===== config.mk =====
export PLATFORM = sky130hd
export DESIGN_NAME = fetch_unit
export DESIGN_NICKNAME = d
export VERILOG_FILES = /design/src/rtl/fetch_unit.sv
export SDC_FILE = /design/constraint.sdc
export NUM_CORES = 2
export LEC_CHECK = 0
export ABC_CLOCK_PERIOD_IN_PS = 9550
export BUFFER_PORTS_ARGS = -buffer_cell sky130_fd_sc_hd__buf_2
export CAP_MARGIN = 40
export CORE_ASPECT_RATIO = 1.75
export CORE_MARGIN = 1
export CORE_UTILIZATION = 53
export CTS_BUF_LIST = sky130_fd_sc_hd__clkbuf_8
export CTS_CLUSTER_DIAMETER = 50
export DETAILED_ROUTE_END_ITERATION = 16
export PLACE_DENSITY_LB_ADDON = 0.15
export SYNTH_ARGS = -nofsm -noshare
export SYNTH_HDL_FRONTEND = slang
export SYNTH_SLANG_ARGS = --single-unit
export TNS_END_PERCENT = 1

===== constraint.sdc =====
create_clock -name clk -period 9.55 [get_ports clk]
set_input_delay 0.4775 -clock clk [delete_from_list [all_inputs] [get_ports clk]]
set_output_delay 0.4775 -clock clk [all_outputs]
set_load 0.005 [all_outputs]

===== src/rtl/fetch_unit.sv =====
// Fetch unit: owns the fetch PC, captures 4-word icache bundles into a
// circular instruction queue and presents up to two instructions per cycle
// to decode. Redirects flush the queue and restart fetch at a new PC.
module fetch_unit #(
    parameter logic [31:0] RESET_PC    = 32'hBFC0_0000,
    parameter int unsigned QUEUE_DEPTH = 16
) (
    input  logic            clk,
    input  logic            rst,
    output logic [31:0]     pc_o,
    input  logic [3:0][31:0] inst_i,
    input  logic            redirect_valid,
    input  logic [31:0]     redirect_pc,
    input  logic            dec_ready,
    output logic [1:0]      out_valid,
    output logic [31:0]     out_inst0,
    output logic [31:0]     out_inst1,
    output logic [31:0]     out_pc0,
    output logic [31:0]     out_pc1,
    output logic [31:0]     stall_cnt
);

    localparam int unsigned AW = $clog2(QUEUE_DEPTH);
    localparam int unsigned CW = AW + 1;

    logic [AW-1:0] head_q, head_d;
    logic [AW-1:0] tail_q, tail_d;
    logic [AW-1:0] head_p1;
    logic [CW-1:0] count_q, count_d;
    logic [CW-1:0] free;
    logic [31:0]   pc_q, pc_d;
    logic [31:0]   stall_q, stall_d;
    logic          push;
    logic          blocked;
    logic [1:0]    pop_n;

    logic [31:0] pc_mem   [QUEUE_DEPTH];
    logic [31:0] inst_mem [QUEUE_DEPTH];

    // Redirect targets are word aligned; the low bits are dropped.
    logic unused_redirect_lsbs;
    assign unused_redirect_lsbs = ^redirect_pc[1:0];

    // Push/stall decision and decode-facing outputs from start-of-cycle state.
    always_comb begin
        // Room is judged before this cycle's pops; pops never enable a push.
        free         = CW'(QUEUE_DEPTH) - count_q;
        push         = !redirect_valid && (free >= CW'(4));
        blocked      = !redirect_valid && (free < CW'(4));
        out_valid[0] = (count_q >= CW'(1)) && !redirect_valid;
        out_valid[1] = (count_q >= CW'(2)) && !redirect_valid;
        pop_n        = dec_ready ? ({1'b0, out_valid[0]} + {1'b0, out_valid[1]}) : 2'd0;
        head_p1      = head_q + AW'(1);
        out_inst0    = inst_mem[head_q];
        out_inst1    = inst_mem[head_p1];
        out_pc0      = pc_mem[head_q];
        out_pc1      = pc_mem[head_p1];
        pc_o         = pc_q;
        stall_cnt    = stall_q;
    end

    // Next-state for pointers, count, fetch PC and stall counter.
    always_comb begin
        head_d  = head_q;
        tail_d  = tail_q;
        count_d = count_q;
        pc_d    = pc_q;
        stall_d = stall_q;
        if (redirect_valid) begin
            head_d  = '0;
            tail_d  = '0;
            count_d = '0;
            pc_d    = {redirect_pc[31:2], 2'b00};
        end else begin
            head_d  = head_q + AW'(pop_n);
            count_d = count_q + (push ? CW'(4) : CW'(0)) - CW'(pop_n);
            if (push) begin
                tail_d = tail_q + AW'(4);
                pc_d   = pc_q + 32'd16;
            end
            if (blocked && (stall_q != 32'hFFFF_FFFF)) begin
                stall_d = stall_q + 32'd1;
            end
        end
    end

    // Control state with asynchronous reset.
    always_ff @(posedge clk or posedge rst) begin
        if (rst) begin
            head_q  <= '0;
            tail_q  <= '0;
            count_q <= '0;
            pc_q    <= RESET_PC;
            stall_q <= '0;
        end else begin
            head_q  <= head_d;
            tail_q  <= tail_d;
            count_q <= count_d;
            pc_q    <= pc_d;
            stall_q <= stall_d;
        end
    end

    // Queue storage: a whole bundle is written at tail..tail+3, wrapping.
    always_ff @(posedge clk) begin
        if (push) begin
            for (int k = 0; k < 4; k++) begin
                pc_mem[tail_q + AW'(k)]   <= pc_q + 32'(4 * k);
                inst_mem[tail_q + AW'(k)] <= inst_i[k];
            end
        end
    end

endmodule


==> impl_metrics.py <==
metrics = {
    "logic_synthesis": {
        "yosys_most_used_dff": "edfxtp_1",
        "synth-edff-count": 992,
        "synthCells": 4145,
        "synth_area_um2": 57900,
        "synth-simple-area-share": 0.109,
        "yosysWarnings": 0,
        "synth.distinct_cells": 57,
        "yosys.area_share.xor_xnor": 0.0604,
        "yosysSeqAreaShare": 0.546,
        "syn_avg_cell_area_um2": 14.0,
        "yosys.area_share.adder": 0.00718,
        "async_flop_share": 0.0685,
        "synth_mux_area_frac": 0.242,
        "netlist.area_leader.share": 0.515,
        "synth_top_family_by_area": "multiplexers",
        "synth_compound_area_frac": 0.00722,
        "yosys-top-cells-area": "edfxtp_1 (51%), mux4_2 (24%), nand2_1 (7.9%)",
        "ys_ff_latch": 1065,
        "yosys.area.top_type": "edfxtp_1",
    },
    "timing": {
        "fin_setup_tns_ns": 0,
        "fin_skew_ns": 0.0329,
        "fmax_ghz": 0.187,
        "rsz0062_at_grt": "false",
        "slew_headroom": 0.284,
        "final-hold-violation-count": 0,
        "fin_crit_sh": 0.561,
        "tightest_slew_ns": 1.07,
        "setup-violations-final": 0,
        "period_needed_ns": 5.35,
        "slew_viol_final": 0,
    },
    "floorplanning": {
        "rows": 160,
        "core_um2": 109000,
        "die_y_um": 439,
        "io_pins": 358,
        "die-area_um2": 111000,
        "die_w_um": 252,
        "start_util": 0.533,
    },
    "worst_setup_path": {
        "path_max_fanout": 31,
        "cp.required_ns": 9.07,
        "worst_setup_path_start_kind": "flip-flop",
        "critPathCaptureType": "primary output",
        "worst_path_most_repeated_cell": "buf_4",
        "r2r_end": "pc_mem[0][8]",
        "r2r_start": "count_q[0]",
        "slowest_delay_ns": 0.75,
        "cp_top_family": "buffers and inverters",
        "slowest_stage": "buf_4",
        "worstSetupPathType": "flip-flop to primary output",
        "crit_arrival_ns": 4.88,
        "crit_start": "head_q[1]",
        "cp_cell_sequence": "ha_4, xnor2_2, buf_4, buf_4, buf_16, mux4_2, buf_2",
        "rrSetupSlack_ns": 4.95,
        "reg2regPathDepth": 6,
        "crit_buf_inv": 4,
    },
    "clock_network": {
        "cts_buffers": 160,
        "cts_sinks": 1065,
        "path_clk_slew_ns": 0.06,
        "cts_max_level": 4,
        "insertion_delay_ns": 0.87,
        "cts_resized": 0,
        "cts_tree": "done",
        "root_buffer": "clkbuf_8",
        "post-cts-setup-buffer-count": 0,
        "clockBufferDepth": 3,
    },
    "power": {
        "p_sw_frac": 0.345,
        "clockPowerShare": 0.205,
        "p_sw_mw": 6.26,
        "pwr-share-seq": 0.369,
        "p_comb_frac": 0.426,
        "p_leak_nw": 22.8,
        "powerDensity_nw_per_um2": 275,
        "peakVddDrop_mv": 0.251,
        "internal-power_mw": 11.9,
    },
    "route": {
        "wire_per_inst_um": 25.4,
        "drtPass1Iterations": 7,
        "wl_um": 156000,
        "vias": 37277,
        "drt_iter0_markers": 2905,
        "drc_errors": 0,
        "ant_nets": 0,
        "detail_route.vias_per_cell": 6.08,
    },
    "run_status": {
        "status": "completed",
    },
    "run": {
        "maxCapViolations": 0,
    },
    "min_path": {
        "hold_depth": 3,
        "hp-class": "input port to flip-flop",
        "hold_start": "redirect_valid",
        "holdPathEnd": "count_q[0]",
    },
    "grt": {
        "grt_antenna_before_repair": 10,
        "grt_pass1_wl_um": 233000,
        "grt_max_degree": 153,
        "grt_pass1_vias": 39199,
        "grt.total_usage": 0.287,
        "overflow": 0,
    },
    "final_layout": {
        "area_growth_pct": 14.1,
        "fin_util": 0.609,
        "drive_above_1_share": 0.283,
        "multi_input_area_um2": 24700,
        "nets": 4741,
        "seq_area_um2": 31600,
        "final_area_um2": 66100,
        "fillers": 8459,
    },
    "place": {
        "place_hpwl_um": 99200,
        "placed_area_um2": 61300,
        "place_congestion": 0.878,
        "io_buffers": 349,
    },
}
[cells in the mapped netlist (35+ instances only)]
master    number
nand4_1       36
xor2_1        94
nor3_1        45
nor2_1       122
mux4_2       620
nand2_1     1214
xnor2_1      305
buf_2         66
o21ai_0       35
dfrtp_1       64
buf_1         61
clkbuf_1     247
nand3_1       56
edfxtp_1     992
[registers in the layout, indices dropped and copies added, names as in the netlist]
name	count
inst_mem	512
pc_mem	480
stall_cnt	32
pc_o	30
count_q	5
head_q	4
tail_q	2
[tightest hold or removal path, delay by kind of cell]
family	cells	cell delay (ns)
and+or+nand+nor	1	0.18
buffers and inverters	2	0.43
[layout make-up]
| cell class | instances | share of cell area |
|---|---|---|
| Multi-Input combinational cell | 2674 | 0.374 |
| Timing Repair Buffer | 614 | 0.0700 |
| Inverter | 30 | 0.00248 |
| Tap cell | 1458 | 0.0276 |
| Clock inverter | 121 | 0.0121 |
| Antenna cell | 3 | 0.000114 |
| Clock buffer | 167 | 0.0348 |
| Sequential cell | 1065 | 0.479 |
[per-stage QoR]
stage	worst slack, ns	total power, mW	instances	hold slack, ns
final	4.20	18.2	6132	0.267
after global routing	3.86	19.0	6132	0.262
after CTS	3.99	18.3	6129	0.191
after detailed placement	4.78	14.6	5680	0.421
after global placement	4.66	14.3	5650	0.418
after floorplan	2.47	12.2	4150	0.478
[placed cells by master (no fill, tap or decap), types with 60 or more instances in the layout]
cell type	count
buf_2	354
buf_4	71
clkbuf_8	167
dfrtp_1	60
dlygate4sd3_1	161
edfxtp_1	992
inv_1	64
mux4_2	620
nand2_1	1212
nor2_1	122
xnor2_1	304
xor2_1	93
[per-layer routing]
metal,up-vias,GRT usage,routed length [um]
li1,16279,-,-
met1,19178,0.327,55400
met2,1405,0.522,83100
met3,403,0.0515,10300
met4,12,0.131,7070
met5,-,0,75
[cell families after synthesis]
kind of cell,after synthesis
flip-flops,1065
AO/OA/AOI/OAI,66
XOR/XNOR,399
adder cells (fa/ha/maj),32
other,1
AND/OR/NAND/NOR,1548
multiplexers,623
buffers and inverters,411
[power groups by stage]
stage / Clock (mW) / Combinational (mW) / Sequential (mW)
floorplan: 0 / 5.40 / 6.78
global placement: 0 / 7.52 / 6.75
detailed placement: 0 / 7.76 / 6.79
CTS: 3.80 / 7.84 / 6.70
global route: 3.97 / 8.26 / 6.79
finish: 3.73 / 7.73 / 6.70
[worst max-delay path by stage]
| stage | end | slack [ns] | depth (start not counted) |
|---|---|---|---|
| after floorplan | inst_mem[10][0] | 2.47 | 6 |
| after global placement | pc_mem[7][3] | 4.66 | 9 |
| after detailed placement | pc_mem[0][15] | 4.78 | 7 |
| after CTS | out_pc1[22] | 3.99 | 7 |
| after global routing | out_pc1[22] | 3.86 | 7 |
| final | out_pc1[22] | 4.20 | 7 |
[what timing repair did]
action / CTS / global route
hold buffers: 161 / 0
endpoints found under the hold margin: 568 / 0
endpoints found under the setup margin: 0 / 0
Note: power is estimated with default switching activity, not from simulation.
